$ cat config.mk
export PLATFORM = sky130hd
export DESIGN_NAME = inst_mem_responder
export DESIGN_NICKNAME = d
export VERILOG_FILES = /design/src/rtl/inst_mem_responder_pkg.sv /design/src/rtl/inst_mem_responder_cache_array.sv /design/src/rtl/inst_mem_responder.sv
export SDC_FILE = /design/constraint.sdc
export NUM_CORES = 1
export LEC_CHECK = 0
export CORE_MARGIN = 5
export CORE_UTILIZATION = 45
export DETAILED_ROUTE_END_ITERATION = 16
export REMOVE_ABC_BUFFERS = 1
export SYNTH_ARGS = -nofsm -noshare
export SYNTH_HDL_FRONTEND = slang
export SYNTH_SLANG_ARGS = --single-unit
$ cat constraint.sdc
create_clock -name p_clk -period 9.25 [get_ports p_clk]
set_input_delay 1.85 -clock p_clk [delete_from_list [all_inputs] [get_ports p_clk]]
set_output_delay 1.85 -clock p_clk [all_outputs]
set_load 0.02 [all_outputs]
$ cat src/rtl/inst_mem_responder_pkg.sv
// Shared definitions for the instruction-fetch memory responder.
package inst_mem_responder_pkg;

    localparam int IM_WIDTH    = 64;
    localparam int IM_IDX_BITS = 4;

    typedef enum logic {
        IM_IDLE = 1'b0,
        IM_REQ  = 1'b1
    } im_state_e;

endpackage

$ cat src/rtl/inst_mem_responder_cache_array.sv
// Direct-mapped, one-word-per-line instruction cache storage.
// Reads are combinational; there is one write port and a flush-all input.
module inst_mem_responder_cache_array
    import inst_mem_responder_pkg::*;
#(
    parameter int IDX_BITS = IM_IDX_BITS,
    parameter int TAG_BITS = IM_WIDTH - 2 - IM_IDX_BITS
) (
    input  logic                p_clk,
    input  logic                p_rst_l,
    input  logic [IDX_BITS-1:0] rd_idx,
    output logic                rd_valid,
    output logic [TAG_BITS-1:0] rd_tag,
    output logic [31:0]         rd_data,
    input  logic                wr_en,
    input  logic [IDX_BITS-1:0] wr_idx,
    input  logic [TAG_BITS-1:0] wr_tag,
    input  logic [31:0]         wr_data,
    input  logic                flush
);

    localparam int NLINES = 2 ** IDX_BITS;

    logic [NLINES-1:0]   valid_q;
    logic [TAG_BITS-1:0] tag_q  [NLINES];
    logic [31:0]         data_q [NLINES];

    // Flush wins over a same-cycle fill so the filled line ends invalid.
    always_ff @(posedge p_clk or negedge p_rst_l) begin
        if (!p_rst_l) begin
            valid_q <= '0;
        end else if (flush) begin
            valid_q <= '0;
        end else if (wr_en) begin
            valid_q[wr_idx] <= 1'b1;
        end
    end

    always_ff @(posedge p_clk) begin
        if (wr_en) begin
            tag_q[wr_idx]  <= wr_tag;
            data_q[wr_idx] <= wr_data;
        end
    end

    assign rd_valid = valid_q[rd_idx];
    assign rd_tag   = tag_q[rd_idx];
    assign rd_data  = data_q[rd_idx];

endmodule

$ cat src/rtl/inst_mem_responder.sv
// Responder end of the instruction-fetch interface: zero-latency hits,
// miss refill over a req/ack bus, saturating miss counter.
module inst_mem_responder
    import inst_mem_responder_pkg::*;
#(
    parameter int WIDTH    = IM_WIDTH,
    parameter int IDX_BITS = IM_IDX_BITS
) (
    input  logic             p_clk,
    input  logic             p_rst_l,
    input  logic [WIDTH-1:0] p_IM_Address,
    input  logic             p_IM_Read,
    output logic [31:0]      p_IM_DataOut,
    output logic             p_IM_Wait,
    input  logic             p_IM_Flush,
    output logic             p_IM_BusReq,
    output logic [WIDTH-1:0] p_IM_BusAddr,
    input  logic [31:0]      p_IM_BusData,
    input  logic             p_IM_BusAck,
    output logic [31:0]      p_IM_MissCount
);

    localparam int               TAG_BITS   = WIDTH - 2 - IDX_BITS;
    localparam logic [WIDTH-1:0] ALIGN_MASK = ~(WIDTH'(3));

    im_state_e           state_q;
    logic [IDX_BITS-1:0] rd_idx;
    logic [TAG_BITS-1:0] rd_tag_req;
    logic                line_valid;
    logic [TAG_BITS-1:0] line_tag;
    logic [31:0]         line_data;
    logic                hit;
    logic                fill_en;

    assign rd_idx     = p_IM_Address[IDX_BITS+1:2];
    assign rd_tag_req = p_IM_Address[WIDTH-1:IDX_BITS+2];
    assign hit        = p_IM_Read & line_valid & (line_tag == rd_tag_req);
    assign fill_en    = (state_q == IM_REQ) & p_IM_BusAck;

    inst_mem_responder_cache_array #(
        .IDX_BITS (IDX_BITS),
        .TAG_BITS (TAG_BITS)
    ) u_cache (
        .p_clk    (p_clk),
        .p_rst_l  (p_rst_l),
        .rd_idx   (rd_idx),
        .rd_valid (line_valid),
        .rd_tag   (line_tag),
        .rd_data  (line_data),
        .wr_en    (fill_en),
        .wr_idx   (p_IM_BusAddr[IDX_BITS+1:2]),
        .wr_tag   (p_IM_BusAddr[WIDTH-1:IDX_BITS+2]),
        .wr_data  (p_IM_BusData),
        .flush    (p_IM_Flush)
    );

    always_comb begin
        p_IM_Wait    = p_IM_Read & ((state_q == IM_REQ) | ~hit);
        p_IM_DataOut = ((state_q == IM_IDLE) && hit) ? line_data : 32'd0;
    end

    // The registered bus address doubles as the latched miss address.
    always_ff @(posedge p_clk or negedge p_rst_l) begin
        if (!p_rst_l) begin
            state_q        <= IM_IDLE;
            p_IM_BusReq    <= 1'b0;
            p_IM_BusAddr   <= '0;
            p_IM_MissCount <= 32'd0;
        end else begin
            case (state_q)
                IM_IDLE: begin
                    if (p_IM_Read && !hit) begin
                        state_q      <= IM_REQ;
                        p_IM_BusReq  <= 1'b1;
                        p_IM_BusAddr <= p_IM_Address & ALIGN_MASK;
                        if (p_IM_MissCount != 32'hFFFF_FFFF) begin
                            p_IM_MissCount <= p_IM_MissCount + 32'd1;
                        end
                    end
                end
                IM_REQ: begin
                    if (p_IM_BusAck) begin
                        state_q     <= IM_IDLE;
                        p_IM_BusReq <= 1'b0;
                    end
                end
                default: begin
                    state_q     <= IM_IDLE;
                    p_IM_BusReq <= 1'b0;
                end
            endcase
        end
    end

endmodule
==> flow_summary.toml <==
[flow_run]
cap_violations = 0

[timing]
rsz0062_at_grt = "no"
fmax_mhz = 118
holdWs_ns = 0.480
setup_viol = 0
min_period_over_period_pct = 91.9
finalMaxSlewViolations = 0
relSlewSlack_pct = 19.5
skew_ns = 0.0266
hold_violations = 0
post-route-min-period_ns = 8.50
final.setup.worst_slack_ns = 0.749
tightest_slew_ns = 1.21
tns_ns = 0

[yosys]
synth_edf_count = 1440
synthArstFlopShare_pct = 7.22
synth_area_leader_cell = "edfxtp_1"
synth_area_um2 = 60600
yosys_most_used_dff = "edfxtp_1"
synthCells = 2761
yosysUniqueCellTypes = 71
ys_seq_area_share_pct = 76.0
yosys_warnings = 0
syn_avg_cell_area_um2 = 21.9
synth_most_common_cell = "edfxtp_1"
synth_common_cells = "edfxtp_1, mux4_2, mux2i_1, dfrtp_1, nor2_1"
netlist_top_cells_area = "edfxtp_1, mux4_2, dfrtp_1"
synth_top_area_share_pct = 71.4
ys_ff_latch = 1552

[worst_setup_path]
start_kind = "primary input"
worstSetupEndpointType = "output port"
critical_path_class = "primary input to output port"
cp_max_fo = 55
critPathArrivalTime_ns = 6.65
cp.required_ns = 7.40

[placed_design]
portBuffers = 226
pre_cts_slack_ns = 0.830
dp_cells = 4689
hpwlAfterDp_um = 77500
gp_congestion = 0.756

[cts]
h-tree-depth = 4
clk_latency_ns = 0.78
cts_root_buf = "clkbuf_16"
cts_buffers = 158
clockBufferDepth = 3
post_cts_buffers = 0
cts_tree = "built"
ctsResizeCount = 0
cts_num_sinks = 1552
clk_pin_slew_ns = 0.06
cts_hold_buf = 0

[final_layout]
instances_no_fill = 4987
nNetsFinal = 3183
area_delta_synth_final_pct = 15.8
num-fill-cells = 10155
final_layout_size_suffix_gt1_share_pct = 22.2

[hold_path]
holdCritPathClass = "flip-flop to flip-flop"

[power]
p_per_area_nw_per_um2 = 227
vdd_drop_max_uv = 170
leakage_nw = 22.8

[routing]
vias = 29238
avgViaCountPerCell = 5.86
antenna_left = 0
routed_wl_um = 148000
drc_errors = 0
drt_pass1_iterations = 5
post_drt_wl_per_cell_um = 29.7
drt_iter0_markers = 2786

[global_route]
grt_pass1_wl_um = 214000
grt_usage_pct = 20.9
grt_overflow_total = 0
grt_pass1_vias = 30353
grt_max_degree = 92
antenna_found_initial = 9

[floorplanning]
die_y_um = 377
io_pins = 231
die_w_um = 377
floorplan.rows = 134
die_area_um2 = 142000
initial_core_util_pct = 45.3
core_um2 = 134000

[outcome]
status = "complete, no violations"
==> power by group <==
group | total [W] | switching, W | internal (W)
sequential | 0.00849 | 0.000338 | 0.00816
combinational | 0.00125 | 0.000716 | 0.000531
clock | 0.00621 | 0.00260 | 0.00361
total | 0.0159 | 0.00365 | 0.0123
==> routing by layer <==
metal,part of all wire (%),track usage (%),wire length [um],up-vias
met1,42,29.6,62500,15814
met2,49,33.8,72200,1031
li1,-,-,-,12182
met5,0.0061,0,9,-
met4,2.2,5.29,3290,2
met3,6.7,4.04,9930,209
==> worst paths after layout <==
kind | startpoint | end | slack (ns) | cells past startpoint
max in group asynchronous | p_rst_l | p_IM_BusAddr[46]$_DFFE_PN0P_ | 6.77 | 2
worst min register to register | p_IM_BusReq$_DFFE_PN0P_ | p_IM_BusReq$_DFFE_PN0P_ | 0.48 | 2
worst max register to register | u_cache.tag_q[14][49]$_DFFE_PP_ | p_IM_BusAddr[61]$_DFFE_PN0P_ | 4.77 | 10
worst max-delay path | p_IM_Address[2] | p_IM_DataOut[23] | 0.75 | 13
worst min-delay path | p_IM_BusReq$_DFFE_PN0P_ | p_IM_BusReq$_DFFE_PN0P_ | 0.48 | 2
min in group asynchronous | p_rst_l | p_IM_BusAddr[54]$_DFFE_PN0P_ | 1.09 | 1
==> kinds of logic (layout without fill, tap and decap cells) <==
logic type | count (synthesis) | after routing | share of synthesized area [%]
AND/OR/NAND/NOR | 259 | 259 | 2.29
XOR/XNOR | 93 | 93 | 1.34
buffers and inverters | 160 | 612 | 1.61
adder cells (fa/ha/maj) | 1 | 1 | 0.0207
other | 1 | 7 | 0.00619
AO/OA/AOI/OAI | 126 | 126 | 1.55
multiplexers | 569 | 569 | 17.2
flip-flops | 1552 | 1552 | 76.0
==> worst max-delay path, cell delays in order <==
cell	delay, ns
buf_8	0.47
buf_12	0.34
mux4_2	0.53
mux2i_1	0.19
xnor2_1	0.25
nand2_1	0.16
nand4_1	0.21
nor4_1	0.69
and4_1	0.33
and2_1	0.14
buf_4	0.34
and3_1	0.25
clkdlybuf4s50_1	0.64
==> stage by stage <==
stage                     utilization, %  area, um^2  total power (W)
after floorplan                        -       59700          0.00913
after global placement              48.7       65100          0.00984
after detailed placement            48.7       65100          0.00991
after CTS                           52.5       70200           0.0161
after global routing                52.5       70200           0.0165
final                               52.5       70200           0.0159
==> placed cells by master, fill, tap and decap left out, drive strengths merged, types with 9 or more instances in the layout <==
cell type	netlist	routed
clkinv	1	63
clkbuf	43	208
nand2	42	42
a21oi	14	14
nor3	23	23
nand3	24	24
mux4	369	369
nor2b	12	12
a221oi	16	16
inv	17	23
edfxtp	1440	1440
bufinv	0	13
a22o	9	9
mux2	68	68
clkdlybuf4s50	0	221
buf	99	80
nand4	9	9
a22oi	19	19
xnor2	44	44
mux2i	132	132
dfrtp	112	112
nor4	18	18
o21ai	21	21
xor2	49	49
and3	37	37
nor2	63	63
==> state kept, by name, summed over array words and instances, names as in the netlist <==
| register | count |
|---|---|
| u_cache.valid_q | 16 |
| u_cache.tag_q | 928 |
| state_q | 1 |
| p_IM_BusReq | 1 |
| p_IM_BusAddr | 62 |
| p_IM_MissCount | 32 |
| u_cache.data_q | 512 |
==> final cells by class <==
class	count	area (um^2)	share of cell area [%]
inverters	18	70.1	0.0998
well taps	1768	2210	3.15
multi-input cells	1050	13700	19.5
repair buffers	301	3080	4.39
clock buffers	208	4250	6.05
diodes	5	12.5	0.0178
flip-flops and latches	1552	46000	65.6
clock inverters	85	831	1.18
Note: power is estimated with default switching activity, not from simulation.
==> variant (config.mk and constraints unchanged) <==
Reset style: synchronous (`p_rst_l`), changed in 2 clocked blocks.
--- a/src/rtl/inst_mem_responder_cache_array.sv
+++ b/src/rtl/inst_mem_responder_cache_array.sv
@@ -26,7 +26,7 @@
     logic [31:0]         data_q [NLINES];
 
     // Flush wins over a same-cycle fill so the filled line ends invalid.
-    always_ff @(posedge p_clk or negedge p_rst_l) begin
+    always_ff @(posedge p_clk) begin
         if (!p_rst_l) begin
             valid_q <= '0;
         end else if (flush) begin
--- a/src/rtl/inst_mem_responder.sv
+++ b/src/rtl/inst_mem_responder.sv
@@ -60,7 +60,7 @@
     end
 
     // The registered bus address doubles as the latched miss address.
-    always_ff @(posedge p_clk or negedge p_rst_l) begin
+    always_ff @(posedge p_clk) begin
         if (!p_rst_l) begin
             state_q        <= IM_IDLE;
             p_IM_BusReq    <= 1'b0;
Behaviour: not the same (Yosys sat finds a counterexample within 4 cycles, from zero or initial values and one cycle with p_rst_l low; the reset may be asserted at any time).
==> variant against the unedited design <==
- power shrank 5.4%
- register-to-register slack gained 0.21 ns
- combinational power shrank 40%
- setup slack lost 0.025 ns
- wire length grew 2.3%
- count of clock-buffer cells in the layout grew 12
- final cell count grew 3.9%
- cell area grew 0.34%
- first-iteration DRC count grew 5.1%
- area after synthesis shrank 0.16%
- core utilization grew 0.24 points
- sequential cell count is the same
- largest power group unchanged
==> variant: results <==
metrics = {
    "placement": {
        "gp_congestion": 0.778,
        "dpl_worst_slack_ns": 0.643,
        "placed_cell_area_um2": 65000,
        "dp_hpwl_um": 83300,
        "placedCellCount": 4881,
    },
    "global_route": {
        "grt_usage_pct": 21.3,
        "grt_pass1_wl_um": 220000,
        "grt_use_met2_pct": 34.5,
        "antenna_found_initial": 9,
        "grt_pass1_vias": 31700,
        "grt_util_met3_pct": 4.38,
        "gr-usage-met1_pct": 29.8,
        "grt_start_max_net_pins": 111,
    },
    "clock_tree": {
        "cts-resized-gates": 0,
        "cts_buffers": 160,
    },
    "yosys": {
        "ys_async_sr_fraction_pct": 0,
        "synthTopCellsByArea": "edfxtp_1 (72%), mux4_2 (13%), dfxtp_1 (3.7%)",
        "ys_dominant_reg_cell": "edfxtp_1",
        "synth_common_cells": "edfxtp_1 (1,440), mux4_2 (359), mux2i_1 (149), nand2_1 (128), dfxtp_1 (112)",
        "syn_area_per_cell_um2": 20.4,
        "ys_seq_area_share_pct": 75.2,
        "yosysUniqueCellTypes": 69,
    },
    "power_and_ir_drop": {
        "pwr-share-seq_pct": 51.8,
        "p_comb_share_pct": 5.0,
        "vdd_drop_max_mv": 0.125,
        "p_leak_nw": 23.0,
        "power_switching_mw": 3.13,
        "comb_power_mw": 0.750,
    },
    "route": {
        "met1_length_um": 63200,
        "drt_pass1_iterations": 7,
        "wirelength_um": 151000,
        "vias_per_cell": 5.88,
        "first_iter_violations": 2928,
        "drt-wirelength-per-cell_um": 29.2,
        "dr_wl_met2_um": 73400,
        "dr_wl_met3_um": 11200,
    },
    "critical_path": {
        "reg2regPathDepth": 11,
        "slowest_stage": "a2111oi_0",
        "crit_family": "buffers and inverters",
        "worstPathMaxFanout": 58,
        "max_stage_delay_ns": 0.65,
        "cp.arrival_ns": 6.68,
    },
    "timing": {
        "relSlewSlack_pct": 22.7,
        "finClkSkew_ns": 0.0437,
    },
    "worst_hold_path": {
        "min_path_cells": 1,
        "hold_path_class": "reg -> reg",
    },
    "finish": {
        "nNetsFinal": 3377,
        "drive_above_1_share_pct": 21.4,
    },
    "outcome": {
        "status": "complete, no violations",
    },
}
-- variant: logic make-up after synthesis --
group	count (synthesis)	share of synthesized area (%)
xor+xnor	63	0.912
simple gates	403	3.49
other cells	1	0.00620
compound gates	244	2.67
flops	1552	75.2
buf+inv	183	1.73
mux	515	16.0
fa+ha+maj	1	0.0207
-- variant: worst paths after layout --
kind,from,end,slack (ns)
max reg2reg,u_cache.tag_q[14][53],p_IM_BusAddr[31],4.98
max,p_IM_Address[3],p_IM_DataOut[22],0.72
min,u_cache.valid_q[14],u_cache.valid_q[14],0.46
min reg2reg,u_cache.valid_q[14],u_cache.valid_q[14],0.46
-- variant: cell type report --
cell class	instances	area [µm²]
Sequential cell	1552	45500
Clock inverter	74	916
Timing Repair Buffer	323	3180
Antenna cell	5	12.5
Tap cell	1768	2210
Clock buffer	220	4490
Multi-Input combinational cell	1228	14100
Fill cell	10400	63000
Inverter	10	42.5
